===== config.mk =====
export PLATFORM = sky130hd
export DESIGN_NAME = fifo_param
export DESIGN_NICKNAME = d
export VERILOG_FILES = /design/src/rtl/fifo_param.sv
export SDC_FILE = /design/constraint.sdc
export NUM_CORES = 1
export LEC_CHECK = 0
export ABC_AREA = 0
export CAP_MARGIN = 5
export CORE_ASPECT_RATIO = 0.5
export CORE_MARGIN = 3
export CORE_UTILIZATION = 30
export DETAILED_ROUTE_END_ITERATION = 7
export GPL_ROUTABILITY_DRIVEN = 0
export PLACE_DENSITY = 0.48
export SLEW_MARGIN = 20
export SYNTH_ARGS = -nofsm -noshare
export SYNTH_HDL_FRONTEND = slang
export SYNTH_SLANG_ARGS = --single-unit

===== constraint.sdc =====
create_clock -name clk -period 6.1 [get_ports clk]
set_clock_uncertainty 0.05 [all_clocks]
set_input_delay 1.22 -clock clk [delete_from_list [all_inputs] [get_ports clk]]
set_output_delay 1.22 -clock clk [all_outputs]
set_load 0.02 [all_outputs]

===== src/rtl/fifo_param.sv =====
// Parametrised single-clock FIFO with selectable registered or first-word-fall-through
// read, fill count, programmable almost-full/almost-empty and sticky error flags.
module fifo_param #(
    parameter  int DATA_WIDTH = 8,
    parameter  int DEPTH      = 16,
    parameter  int AF_THRESH  = DEPTH - 2,
    parameter  int AE_THRESH  = 2,
    parameter  bit FWFT       = 1'b0,
    localparam int ADDR_WIDTH = $clog2(DEPTH)
) (
    input  logic                  clk,
    input  logic                  rst,
    input  logic                  wr,
    input  logic [DATA_WIDTH-1:0] data_in,
    input  logic                  rd,
    output logic [DATA_WIDTH-1:0] data_out,
    output logic                  full,
    output logic                  empty,
    output logic                  almost_full,
    output logic                  almost_empty,
    output logic [ADDR_WIDTH:0]   count,
    output logic                  overflow,
    output logic                  underflow,
    input  logic                  clr_err
);

    localparam logic [ADDR_WIDTH:0] AF_LIMIT = (ADDR_WIDTH + 1)'(AF_THRESH);
    localparam logic [ADDR_WIDTH:0] AE_LIMIT = (ADDR_WIDTH + 1)'(AE_THRESH);

    if (DEPTH < 2 || (DEPTH & (DEPTH - 1)) != 0) begin : g_bad_depth
        $error("fifo_param: DEPTH must be a power of two and at least 2");
    end
    if (AF_THRESH > DEPTH || AE_THRESH >= DEPTH) begin : g_bad_thresh
        $error("fifo_param: AF_THRESH must be <= DEPTH and AE_THRESH < DEPTH");
    end

    logic [DATA_WIDTH-1:0] mem [DEPTH];
    logic [ADDR_WIDTH:0]   wr_ptr_q, wr_ptr_d;
    logic [ADDR_WIDTH:0]   rd_ptr_q, rd_ptr_d;
    logic [DATA_WIDTH-1:0] data_out_q, data_out_d;
    logic                  overflow_q, overflow_d;
    logic                  underflow_q, underflow_d;
    logic                  wr_en, rd_en;
    logic [ADDR_WIDTH-1:0] wr_idx, rd_idx;

    assign wr_idx = wr_ptr_q[ADDR_WIDTH-1:0];
    assign rd_idx = rd_ptr_q[ADDR_WIDTH-1:0];

    // Status depends only on the registered pointers, never on wr/rd.
    always_comb begin
        count        = wr_ptr_q - rd_ptr_q;
        empty        = (wr_ptr_q == rd_ptr_q);
        full         = (wr_ptr_q[ADDR_WIDTH] != rd_ptr_q[ADDR_WIDTH]) && (wr_idx == rd_idx);
        almost_full  = (count >= AF_LIMIT);
        almost_empty = (count <= AE_LIMIT);
    end

    // NOTE: every signal driven in always_comb is assigned on every path, so no latch is inferred.
    always_comb begin
        wr_en       = wr & ~full;
        rd_en       = rd & ~empty;
        wr_ptr_d    = wr_ptr_q + {{ADDR_WIDTH{1'b0}}, wr_en};
        rd_ptr_d    = rd_ptr_q + {{ADDR_WIDTH{1'b0}}, rd_en};
        data_out_d  = rd_en ? mem[rd_idx] : data_out_q;
        overflow_d  = (overflow_q & ~clr_err) | (wr & full);
        underflow_d = (underflow_q & ~clr_err) | (rd & empty);
    end

    // NOTE: sequential state uses non-blocking assignments so all flops update together.
    always_ff @(posedge clk) begin
        if (rst) begin
            wr_ptr_q    <= '0;
            rd_ptr_q    <= '0;
            data_out_q  <= '0;
            overflow_q  <= 1'b0;
            underflow_q <= 1'b0;
        end else begin
            wr_ptr_q    <= wr_ptr_d;
            rd_ptr_q    <= rd_ptr_d;
            data_out_q  <= data_out_d;
            overflow_q  <= overflow_d;
            underflow_q <= underflow_d;
        end
    end

    // NOTE: storage is deliberately not reset; the pointers alone define which words are valid.
    always_ff @(posedge clk) begin
        if (wr_en) begin
            mem[wr_idx] <= data_in;
        end
    end

    assign data_out  = FWFT ? mem[rd_idx] : data_out_q;
    assign overflow  = overflow_q;
    assign underflow = underflow_q;

endmodule


=== After elaboration in Yosys (flattened, before gate mapping) ===
Memory sizes are Yosys's and may differ from the RTL's. A register that Yosys moved wholly into a read port is not among the register bits.
Index checks and enable logic that the tools add are counted.
W data, S select, Z words.

* Flip-flop bits (word level): 12
* Memory bits (writable): 128
* Input bits: 13
* Output and inout port bits: 19
* Word-level logic and storage cells: 27
* Memories: 1

{| class="wikitable"
|+ Memory list
! memory !! words !! width !! read ports !! clocked after memory_dff !! write ports !! RTL line !! source
|-
| mem || 16 || 8 || 1 || 1 || 1 || 37 || <nowiki>logic [DATA_WIDTH-1:0] mem [DEPTH];</nowiki>
|}

* $add $sub $neg: 3
* Magnitude comparators: 2
* Equality and inequality tests: 3
* Mux-type cells: 2
* Bitwise logic cells: 11
* Reduce and logical (&&, ||, !) cells: 1

{| class="wikitable"
|+ Operator list
! kind !! number
|-
| $add A5 B1 Y5 || 2
|-
| $and A1 B1 Y1 || 6
|-
| $eq A5 B5 Y1 || 1
|-
| $ge A5 B4 Y1 const B || 1
|-
| $le A5 B2 Y1 const B || 1
|-
| $sub A5 B5 Y5 || 1
|-
| $eq A4 B4 Y1 || 1
|-
| $not A1 Y1 || 3
|-
| $mux W1 || 2
|-
| $or A1 B1 Y1 || 2
|-
| $logic_and A1 B1 Y1 || 1
|-
| $ne A1 B1 Y1 || 1
|}

=== Logic depth before layout (Yosys ltp) ===
* Depth in word-level cells: 6
* Mapped depth: 12
* Gate-level depth less buffers: 10

=== Worst setup path before layout ===
Ideal clock, no wire load.

* Kind: register to output
* Start point: register rd_ptr_q[1]
* End point: output almost_empty
* Data arrival time: 2.328 ns
* Data required time: 4.830 ns
* Path slack: 2.502 ns
* Stages on the path, launching flop included: 8
* Path buffers: 1
* Cell sequence: dfxtp_1 > clkbuf_1 > inv_1 > fa_1 > a21o_1 > a21oi_1 > xnor2_1 > a211oi_1

* Cells in the longest elaborated chain, start to end: 2

{| class="wikitable"
|+ RTL lines
! element !! RTL line !! source
|-
| start: declaration || 39 || <nowiki>logic [ADDR_WIDTH:0] rd_ptr_q, rd_ptr_d;</nowiki>
|-
| start signal: assignment || 79 || <nowiki>rd_ptr_q <= rd_ptr_d;</nowiki>
|-
| $sub A5 B5 Y5 || 51 || <nowiki>count = wr_ptr_q - rd_ptr_q;</nowiki>
|-
| net count[4] || 21 || <nowiki>output logic [ADDR_WIDTH:0] count,</nowiki>
|-
| $le A5 B2 Y1 || 55 || <nowiki>almost_empty = (count <= AE_LIMIT);</nowiki>
|-
| end: declaration || 20 || <nowiki>output logic almost_empty,</nowiki>
|}

The timed path passes the listed nets, and every way through them passes these cells.

=== Final worst setup path ===
* Start point: register rd_ptr_q[1]
* End point: output almost_empty

* Cells in the longest elaborated chain, start to end: 2

{| class="wikitable"
|+ RTL lines
! element !! RTL line
|-
| $sub A5 B5 Y5 || 51
|-
| $le A5 B2 Y1 || 55
|}

No other way between the ends.

==> impl_metrics.py <==
metrics = {
    "run_status": {
        "status": "complete, no violations",
    },
    "die": {
        "ioPinCount": 32,
        "die_h_um": 105,
        "die_x_um": 204,
        "die_area_mm2": 0.0215,
        "core_region_area_mm2": 0.0188,
        "start_util": 0.313,
        "rows": 35,
    },
    "yosys": {
        "synth.cell_area_mm2": 0.00590,
        "synth_area_per_cell_um2": 16.9,
        "yosys_warnings": 0,
        "synth_sequential_area_ratio": 0.719,
        "yosys.cell_types.count": 38,
        "syn-num-nets": 371,
        "post_synth_inst_count": 349,
        "yosys_register_bits": 148,
    },
    "cells_and_area": {
        "nFillCells": 1768,
        "most-common-layout-cells": "128 x edfxtp_1, 32 x mux2i_1, 31 x nor2_1, 31 x clkdlybuf4s50_1, 19 x dfxtp_1",
        "nets": 410,
        "num_antenna_cells": 0,
        "layout.cells.most_common": "edfxtp_1",
        "areaGrowthSynthToFinish_pct": 19.6,
        "final_layout_size_suffix_gt1_frac": 0.145,
        "fin_cells": 660,
        "finish.instance_area_mm2": 0.00706,
    },
    "setup_path": {
        "setup.worst_path.start_class": "register",
        "worst_ep_arrival_time_ns": 3.06,
        "timing.reg2reg.worst_path_depth": 6,
        "timing.critical_path.from": "rd_ptr_q[1]",
        "r2r_setup_slk_ns": 2.90,
        "worstReg2RegEnd": "mem[8][5]",
        "timing.critical_path.required_ns": 4.83,
        "worstSetupPathType": "reg2out",
        "worstReg2RegStart": "rd_ptr_q[3]",
        "critical_path_peak_fanout": 23,
        "worst_setup_path_end_kind": "primary output",
    },
    "clocking": {
        "cts.root.buffer_cell": "clkbuf_16",
        "clock_tree.buffer_depth": 2,
        "clkSlewWorstSetupHoldPaths_ns": 0.07,
        "clock-sinks": 148,
        "holdBufCountCts": 0,
        "clock_tree.htree_level_count": 4,
        "clock_insertion_delay_worst_skew_ns": 0.42,
        "cts_buffers": 17,
        "cts.repair_timing.setup_buffer_count": 0,
        "cts_tree": "done",
        "cts.repair.resized": 0,
    },
    "timing": {
        "hold_violations": 0,
        "f_max_mhz": 231,
        "worst_slew_margin_rel": 0.362,
        "setup_total_negative_slack_ns": 0,
        "rsz0062_at_grt": "no",
        "worst_slew_pin_slew_ns": 0.952,
        "slew_viol_final": 0,
        "finalSetupViolCount": 0,
        "post-route-period-util": 0.709,
        "final_period_demand_of_the_worst_path_ns": 4.33,
    },
    "power_and_ir_drop": {
        "pwr_density_cell_mw_per_mm2": 366,
        "cellLeakagePower_nw": 2.22,
        "ir_drop_v": 0.000224,
        "power.total_mw": 2.58,
    },
    "detailed_routing": {
        "route.final.wire_length_mm": 13.4,
        "drt-vias-per-instance": 4.75,
        "detail_route.first_pass.iterations": 4,
        "final_antenna_net_count": 0,
        "wl_per_cell_um": 20.3,
        "via_count_of_the_routed_design": 3133,
        "post-route-drc-count": 0,
        "drt_iter0_markers": 286,
    },
    "flow_run": {
        "timing.max_cap.violations": 0,
    },
    "placed_design": {
        "io_buffers": 31,
        "dp_hpwl_mm": 8.56,
        "numPlacedInstances": 628,
        "placed_area_mm2": 0.00647,
    },
    "grt": {
        "grt-ovfl-total": 0,
        "grt_max_degree": 50,
        "antenna_violations_before_repair": 0,
        "grt_first_pass_wirelength_mm": 20.0,
        "grt.total_usage": 0.129,
        "vias_in_the_first_global_route": 3108,
    },
    "min_path": {
        "worst_hold_path_type": "reg2reg",
        "worst_hold_path.endpoint": "data_out[4]",
        "min_delay_path_depth": 2,
        "hold_start": "data_out[4]",
    },
}
-- worst max-delay path by stage --
stage | endpoint | slack, ns | cells after the start
after detailed placement | almost_empty | 2.20 | 8
after floorplan | almost_empty | 2.50 | 7
after global placement | almost_empty | 2.25 | 8
final | almost_empty | 1.77 | 8
after global routing | almost_empty | 1.61 | 8
after CTS | almost_empty | 1.74 | 8
-- stage by stage --
step,setup slack [ns],util,hold WS (ns)
final,1.77,0.375,0.456
after global routing,1.61,0.375,0.487
after CTS,1.74,0.375,0.457
after detailed placement,2.20,0.344,0.445
after global placement,2.25,0.344,0.441
after floorplan,2.50,-,0.488
-- critical path: stages, from the launching register on --
cell,delay (ns)
dfxtp_1,0.31
buf_4,0.33
inv_1,0.13
ha_1,0.31
nor2b_1,0.14
o21a_1,0.17
or3_1,0.35
a211oi_1,0.26
clkdlybuf4s50_1,0.64
-- final cells by class --
class / count / area, um2 / area share
Clock inverter: 15 / 160 / 0.0227
Timing Repair Buffer: 36 / 348 / 0.0493
Clock buffer: 17 / 425 / 0.0603
Multi-Input combinational cell: 178 / 1530 / 0.217
Sequential cell: 148 / 4250 / 0.601
Inverter: 7 / 26.3 / 0.00372
Tap cell: 259 / 324 / 0.0459
-- logic make-up (layout without fill, tap and decap cells) --
| logic type | Yosys count | count (layout) | share of synthesized area |
|---|---|---|---|
| AOI/OAI and AO/OA | 52 | 52 | 0.0596 |
| xor gates and xnor gates | 10 | 10 | 0.0148 |
| buffers and inverters | 23 | 75 | 0.0216 |
| and+or+nand+nor | 59 | 59 | 0.0490 |
| adders and majority gates | 9 | 9 | 0.0204 |
| DFF | 148 | 148 | 0.719 |
| muxes | 48 | 48 | 0.115 |
-- synth_stat cells, drive strengths merged --
library cell	n	area, um2
inv	7	26.3
a311oi	8	70.1
o22ai	8	50.1
nor2	31	116
o21ai	10	50.0
xor2	5	43.8
clkbuf	6	22.5
a211oi	1	7.51
nand2b	1	6.26
o2111ai	1	8.76
nor2b	8	50.1
mux2i	32	320
a21o	2	15.0
a221oi	8	70.1
or3b	3	26.3
o21a	2	15.0
nand4	1	6.26
nand3	3	15.0
nand2	3	11.3
dfxtp	20	400
mux4	16	360
nor3	4	25.0
a41o	1	10.0
buf	10	78.8
a21oi	11	55.1
and2	2	12.5
xnor2	5	43.8
fa	1	20.0
edfxtp	128	3840
nand3b	1	7.51
ha	8	100
or3	2	12.5
-- sequential cells by signal (all words and copies together) (netlist names) --
signal     cells
data_out       8
mem          128
overflow       1
rd_ptr_q       5
underflow      1
wr_ptr_q       5
-- report_power, final --
| part | leakage [nW] | internal [mW] | total, mW | switching (mW) |
|---|---|---|---|---|
| Combinational | 0.618 | 0.188 | 0.414 | 0.226 |
| Sequential | 1.32 | 1.13 | 1.14 | 0.0158 |
| Clock | 0.286 | 0.551 | 1.03 | 0.475 |
| Total | 2.22 | 1.87 | 2.58 | 0.716 |
-- metal layers --
layer | GRT usage | routed length [um]
met1 | 0.201 | 7090
met2 | 0.180 | 5680
met3 | 0.0289 | 573
met4 | 0.0338 | 90
met5 | 0 | 0
Note: power is estimated with default switching activity, not from simulation.
